<file path="src/rtl/pulsadores_pkg.sv">
// Shared constants for the pushbutton conditioning block: clock default,
// debounce window derivation and button index map.
package pulsadores_pkg;

  localparam int FREQ_HZ_DEF     = 4000000;
  localparam int DEBOUNCE_MS_DEF = 20;
  localparam int CNT_W_DEF       = 17;

  localparam int BTN1 = 0;
  localparam int BTN2 = 1;
  localparam int BTN3 = 2;

  // Divide first so large clock rates do not overflow 32-bit arithmetic.
  function automatic int deb_cycles(input int freq_hz, input int debounce_ms);
    return (freq_hz / 1000) * debounce_ms;
  endfunction

endpackage

</file>
<file path="src/rtl/debounce_canal.sv">
// Single pushbutton channel: two-flop synchroniser, stable-window counter
// and registered press pulse on an accepted not-pressed to pressed change.
module debounce_canal
  import pulsadores_pkg::*;
#(
  parameter int DEB_CYCLES = 4,
  parameter int CNT_W      = CNT_W_DEF
) (
  input  logic clk_in,
  input  logic reset_n,
  input  logic pin,
  output logic level,
  output logic press,
  output logic press_d
);

  localparam logic [CNT_W-1:0] CNT_LAST = CNT_W'(DEB_CYCLES - 1);

  logic             s1;
  logic             s2;
  logic [CNT_W-1:0] cnt;
  logic             settle;

  // Terminal count with a still-differing input: the new level is accepted.
  assign settle  = (s2 != level) && (cnt == CNT_LAST);
  assign press_d = settle && s2;

  always_ff @(posedge clk_in) begin
    if (!reset_n) begin
      s1    <= 1'b0;
      s2    <= 1'b0;
      cnt   <= '0;
      level <= 1'b0;
      press <= 1'b0;
    end else begin
      s1    <= pin;
      s2    <= s1;
      press <= press_d;
      if (s2 == level) begin
        cnt <= '0;
      end else if (settle) begin
        level <= s2;
        cnt   <= '0;
      end else begin
        cnt <= cnt + CNT_W'(1);
      end
    end
  end

endmodule

</file>
<file path="src/rtl/debounce_pulsadores.sv">
// Conditions the three raw board pushbuttons into clean pressed levels
// P1..P3 plus per-button and combined one-cycle press pulses.
module debounce_pulsadores
  import pulsadores_pkg::*;
#(
  parameter int FREQ_HZ       = FREQ_HZ_DEF,
  parameter int DEBOUNCE_MS   = DEBOUNCE_MS_DEF,
  parameter int DEB_CYCLES    = deb_cycles(FREQ_HZ, DEBOUNCE_MS),
  parameter int CNT_W         = CNT_W_DEF,
  parameter int IN_ACTIVE_LOW = 1
) (
  input  logic       clk_in,
  input  logic       reset_n,
  input  logic [2:0] btn_raw,
  output logic       P1,
  output logic       P2,
  output logic       P3,
  output logic [2:0] press,
  output logic       any_press
);

  localparam logic [2:0] IN_INV = (IN_ACTIVE_LOW != 0) ? 3'b111 : 3'b000;

  logic [2:0] pin;
  logic [2:0] level;
  logic [2:0] press_d;

  // After this, 1 always means pressed regardless of board wiring.
  assign pin = btn_raw ^ IN_INV;

  for (genvar i = 0; i < 3; i++) begin : g_canal
    debounce_canal #(
      .DEB_CYCLES(DEB_CYCLES),
      .CNT_W     (CNT_W)
    ) u_canal (
      .clk_in (clk_in),
      .reset_n(reset_n),
      .pin    (pin[i]),
      .level  (level[i]),
      .press  (press[i]),
      .press_d(press_d[i])
    );
  end

  assign P1 = level[BTN1];
  assign P2 = level[BTN2];
  assign P3 = level[BTN3];

  // Registered from the same next-state terms as press so both line up.
  always_ff @(posedge clk_in) begin
    if (!reset_n) begin
      any_press <= 1'b0;
    end else begin
      any_press <= |press_d;
    end
  end

endmodule

</file>
<file path="config.mk">
export PLATFORM = sky130hd
export DESIGN_NAME = debounce_pulsadores
export DESIGN_NICKNAME = d
export VERILOG_FILES = /design/src/rtl/pulsadores_pkg.sv /design/src/rtl/debounce_canal.sv /design/src/rtl/debounce_pulsadores.sv
export SDC_FILE = /design/constraint.sdc
export NUM_CORES = 1
export LEC_CHECK = 0
export BUFFER_PORTS_ARGS = -buffer_cell sky130_fd_sc_hd__buf_4
export CAP_MARGIN = 20
export CORE_AREA = 3 3 112 114
export CTS_CLUSTER_DIAMETER = 200
export DETAILED_ROUTE_END_ITERATION = 8
export DIE_AREA = 0 0 115 117
export HOLD_SLACK_MARGIN = 0.08
export PLACE_DENSITY_LB_ADDON = 0.15
export SYNTH_ARGS = -nofsm -noshare
export SYNTH_HDL_FRONTEND = slang
export SYNTH_HIERARCHICAL = 1
export SYNTH_SLANG_ARGS = --single-unit
</file>
<file path="constraint.sdc">
create_clock -name clk_in -period 3.13 [get_ports clk_in]
set_input_delay 0.7825 -clock clk_in [delete_from_list [all_inputs] [get_ports clk_in]]
set_output_delay 0.7825 -clock clk_in [all_outputs]
set_load 0.05 [all_outputs]
</file>
[After elaboration in Yosys (flattened, before gate mapping)]
Cells that the tools add are included.
Word-level totals
  memories kept: 0
  input bits: 5
  bits in latches: 0
  register bits after elaboration: 64
  word-level logic and storage cells: 46
  memory bits (writable): 0
  output and inout bits: 7
  memory bits (read-only): 0
Cells by class
  reduce and logical (&&, ||, !) cells: 13
  $mul: 0
  shift-type cells: 0
  muxes and demuxes: 0
  equality and inequality tests: 9
  add/subtract/negate cells: 3
  bitwise gates (word level): 5
  magnitude comparators: 0
  divide/modulo/power cells: 0
Operators with widths (count)
  $add A17 B1 Y17 const B: 3
  $eq A17 B17 Y1 const B: 3
  $reduce_or A3 Y1: 4
  $logic_and A1 B1 Y1: 6
  $reduce_and A2 Y1: 3
  $not A1 Y1: 4
  $eq A1 B1 Y1: 3
  $ne A1 B1 Y1: 3
  $not A3 Y3: 1

[Depth between registers and ports, before layout]
  depth in word-level cells: 4
  gate-level depth with buffers: 5

[Hierarchy]
Netlist, hierarchy kept.
Modules (own cells, without submodules)
  debounce_canal: area each 944.7 um2, cells an instance 98, instances 3
  debounce_pulsadores: area each 40.0 um2, cells an instance 5, instances 1

[Worst setup path before layout]
Ideal clock, no wire load.
  path type: reg-to-reg
  start: reg g_canal[0].u_canal.level
  end: reg g_canal[0].u_canal.cnt[10]
  cell stages (with the launch flop): 6
  setup slack: 1.534 ns
  data arrival time: 1.482 ns
  path through: dfxtp_1 > xor2_1 > nand4_1 > o21bai_4 > buf_6 > nor2_1
On the way
  cells in the longest elaborated chain, start to end: 3
Ends and longest elaborated chain
  start: declaration: line debounce_canal.sv:12  | output logic level,
  start signal: assignment: line debounce_canal.sv:33  | level <= 1'b0;
  start signal: assignment: line debounce_canal.sv:42  | level <= s2;
  $ne A1 B1 Y1: line debounce_canal.sv:25  | assign settle = (s2 != level) && (cnt == CNT_LAST);
  $logic_and A1 B1 Y1: line debounce_canal.sv:25
  $reduce_or A3 Y1 (no line) *
  end signal: assignment: line debounce_canal.sv:45  | cnt <= cnt + CNT_W'(1);
  end: declaration: line debounce_canal.sv:21  | logic [CNT_W-1:0] cnt;
Mark *: on every way between the ends. The rest lies on a longest branch, timed or not.
A chain may end at the register's enable or synchronous reset.

[Worst setup path in the final report]
  start: reg g_canal[0].u_canal.cnt[10]
  end: reg g_canal[0].u_canal.cnt[6]
On the way
  cells in the longest elaborated chain, start to end: 3
Ends and longest elaborated chain (line)
  $eq A17 B17 Y1: debounce_canal.sv:25
  $logic_and A1 B1 Y1: debounce_canal.sv:25
  $reduce_or A3 Y1 (no line)
No other way between the ends.

==> impl_summary.log <==
[metrics] synthesized cell area: 2874 um2
[metrics] startpoint class of the critical path: flop
[metrics] crit-path max cell delay: 0.46 ns
[metrics] number of instances resized during post-cts repair: 0
[metrics] time the final worst path needs with I/O delays and setup: 1.754 ns
[metrics] height of the die: approximately 120 um
[metrics] detailed-router iteration count before antenna repair: 4
[metrics] net count of the finished layout: 323
[metrics] Post-synth EDFFs: 0
[metrics] unrepaired setup endpoints after global routing: false
[metrics] final design area excluding fillers: 3346 um2
[metrics] final max-slew violation count: 0
[metrics] CP required: 3.33 ns
[metrics] Stages on worst setup path: 4
[metrics] via count: slightly above 2000
[metrics] Row Count: 39
[metrics] cell family contributing the most delay on the critical path: simple AND/OR/NAND/NOR gates
[metrics] list of most frequent post-synthesis cells: sky130_fd_sc_hd__dfxtp_1, sky130_fd_sc_hd__nor2_1, sky130_fd_sc_hd__xnor2_1, sky130_fd_sc_hd__xor2_1, sky130_fd_sc_hd__nand4_1
[metrics] Hold WS: 0.4321 ns
[metrics] Crit Reg-Reg Startpoint: g_canal[0].u_canal/cnt[10]$_SDFF_PP0_
[metrics] synthesized flop and latch total: 64
[metrics] number of antenna violations at the first check in global routing: 0
[metrics] hold buffers post-CTS: 0
[metrics] Clk pin slew, worst setup/hold paths: 0.05 ns
[metrics] outcome: complete, no violations
[metrics] post-synthesis cell type with the largest combined area: sky130_fd_sc_hd__dfxtp_1
[metrics] largest net degree at the start of global routing: 17
[metrics] leading cell types by total area after synthesis: sky130_fd_sc_hd__dfxtp_1, sky130_fd_sc_hd__xnor2_1, sky130_fd_sc_hd__nor2_1, sky130_fd_sc_hd__xor2_1, sky130_fd_sc_hd__nand4_1
[metrics] number of global-route vias before repair: around 2000
[metrics] worst-path maximum fanout: 15
[metrics] final-layout fill cell count: 1213
[metrics] post-layout util: between 20 and 30%
[metrics] via count normalized by instance count: 4.369
[metrics] postcts setup bufs: 0
[metrics] Max Clock Freq: 570.0 MHz
[metrics] Clock Latency Late Sink: 0.33 ns
[metrics] most frequent cell after synthesis: sky130_fd_sc_hd__dfxtp_1
[metrics] Synth Net Count: roughly 310
[metrics] power density over the cells: between 500 and 600 nW/um2
[metrics] Final Instance Count excl. Fillers: 463
[metrics] number of cells traversed by the worst register-to-register path: 4
[metrics] total die area: 13460 um2
[metrics] number of max-capacitance violations reported: 0
[metrics] overall global routing resource usage: 9.284%
[metrics] final hold viol count: 0
[metrics] area share of the largest cell type after synthesis: 44.58%
[metrics] sequential cell area: 1281 um2
[metrics] violation count after the first detailed-routing iteration: 98
[metrics] worst clock skew on the final layout: 0.007273 ns
[metrics] total DRC errors in the routed layout: 0
[metrics] placed cell area: between 3000 and 4000 um2
[metrics] number of H-tree levels: 3
[metrics] Static Leak: 1.096 nW
[metrics] type of destination of the critical path: flop
[metrics] Worst EP arrival: 1.95 ns
[metrics] Routed Wire Length: around 5500 um
[metrics] clock tree root driver cell: sky130_fd_sc_hd__clkbuf_16
[metrics] Synth Warn #: 6
[metrics] quantity of I/O buffers inserted on ports: 11
[metrics] Final Setup Violations: 0
[metrics] TritonCTS Buffers: 9
[metrics] maximum clock path buffer count: 2
[metrics] antenna diode count: 0
[metrics] Hold Path Cell Cnt: 1
[metrics] area occupied by multi-input gates: around 1500 um2
[metrics] worst hold path type: reg2reg
[metrics] Die Span X: about 120 um
[metrics] worst slew pin tran: approximately 0.45 ns
[metrics] Antenna Nets Post-Route: 0
[metrics] wire length per cell: 11.89 um
[metrics] post-layout total power: roughly 1.7 mW
[metrics] first-pass GRT wire length: between 9000 and 10000 um
[metrics] initial standard-cell utilization of the core: 24.96%
[metrics] Post-Synthesis Mean Instance Area: 9.612 um2
[metrics] sink count of the clock tree: 64
[metrics] register area share after synthesis: roughly 45%
[metrics] crit path from: g_canal[0].u_canal/cnt[10]$_SDFF_PP0_
[metrics] classification of the worst setup path: reg2reg
[metrics] final setup margin: 1.376 ns
[metrics] I/O pin cnt: 12
[metrics] Core Footprint: around 12000 um2
[metrics] library cell contributing the largest single delay on the critical path: sky130_fd_sc_hd__nor4b_1
[metrics] global placer's final weighted congestion: 0.7121
[metrics] fraction of registers with async set or reset after synthesis: 0%
[metrics] placed instance count: 447
[metrics] cells along the critical path: nor4b_1, nand4_1, o21bai_4, nor2_1
[metrics] fraction of final layout cells sized beyond drive strength 1: 15.31%
[metrics] top_reg_cell synth: sky130_fd_sc_hd__dfxtp_1
[metrics] clock tree from TritonCTS: done
[metrics] Max VDD drop: between 0.0002 and 0.00025 V
[metrics] remaining global-route overflow: 0
[metrics] post-synth cell types: 27
[metrics] area growth from synthesis to layout: 16.41%
[metrics] accumulated negative setup slack: 0 ns
[metrics] setup slack at placement: around 1.3 ns
[metrics] period utilization: 56.05%
[metrics] detailed placement HPWL: roughly 3700 um
[metrics] headroom to the max-slew limit: 69.77%
[metrics] cell count after synthesis: 299
[metrics] buffer and inverter count on the worst path: 0
[metrics] startpoint of the worst hold path: g_canal[0].u_canal/s1$_SDFF_PN0_
==> worst paths after layout <==
kind,to,slack (ns)
max,g_canal[0].u_canal/cnt[6]$_SDFF_PP0_,1.38
min,g_canal[0].u_canal/s2$_SDFF_PN0_,0.43
max reg2reg,g_canal[0].u_canal/cnt[6]$_SDFF_PP0_,1.38
min reg2reg,g_canal[0].u_canal/s2$_SDFF_PN0_,0.43
==> area by class of cell <==
cell class | instances | share of cell area, %
multi-input combinational | 217 | 44.58
sequential | 64 | 38.29
clock buffer | 12 | 7.367
tap | 143 | 5.348
timing repair buffer | 11 | 2.468
inverter | 12 | 1.346
clock inverter | 4 | 0.5984
==> registers in the layout, indices dropped and copies added, names as in the netlist <==
| name | cells |
|---|---|
| g_canal.u_canal/level | 3 |
| g_canal.u_canal/press | 3 |
| g_canal.u_canal/s1 | 3 |
| g_canal.u_canal/cnt | 51 |
| any_press | 1 |
| g_canal.u_canal/s2 | 3 |
==> layer usage <==
layer | vias up | GRT usage (%) | part of all wire, % | wire length, um
li1 | 1069 | - | - | -
met5 | - | 0 | 0 | 0
met1 | 925 | 11.58 | 51 | 2801
met3 | 6 | 4.062 | 4.0 | 218
met2 | 23 | 13.85 | 43 | 2378
met4 | 0 | 4.225 | 1.9 | 107
==> worst register-to-register path: cells and delay by family, from the launching register on <==
kind	cells	cell delay [ns]
AND/OR/NAND/NOR	3	0.86
flip-flops	1	0.34
AO/OA/AOI/OAI	1	0.43
==> cell usage in the layout (no fill, tap or decap), types with 11 or more instances in the layout <==
master	count
sky130_fd_sc_hd__buf_4	11
sky130_fd_sc_hd__xnor2_1	24
sky130_fd_sc_hd__nand2_1	12
sky130_fd_sc_hd__xor2_1	21
sky130_fd_sc_hd__nand4_1	18
sky130_fd_sc_hd__dfxtp_1	64
sky130_fd_sc_hd__nand3_1	15
sky130_fd_sc_hd__nor2_1	54
sky130_fd_sc_hd__inv_1	12
==> report_power, final <==
part           switching [mW]  internal (mW)  leakage [nW]
sequential            0.00237          0.820         0.517
clock                   0.343          0.551         0.136
combinational          0.0122        0.00891         0.443
total                   0.357           1.38          1.10
==> logic make-up after synthesis <==
| group | after synthesis | share of synthesized area, % |
|---|---|---|
| AOI/OAI and AO/OA | 16 | 5.268 |
| xor gates and xnor gates | 45 | 13.71 |
| adders and majority gates | 3 | 1.306 |
| buffers and inverters | 18 | 3.526 |
| DFF | 64 | 44.58 |
| and+or+nand+nor | 153 | 31.61 |
No activity file was read; power rests on OpenSTA's default activity.
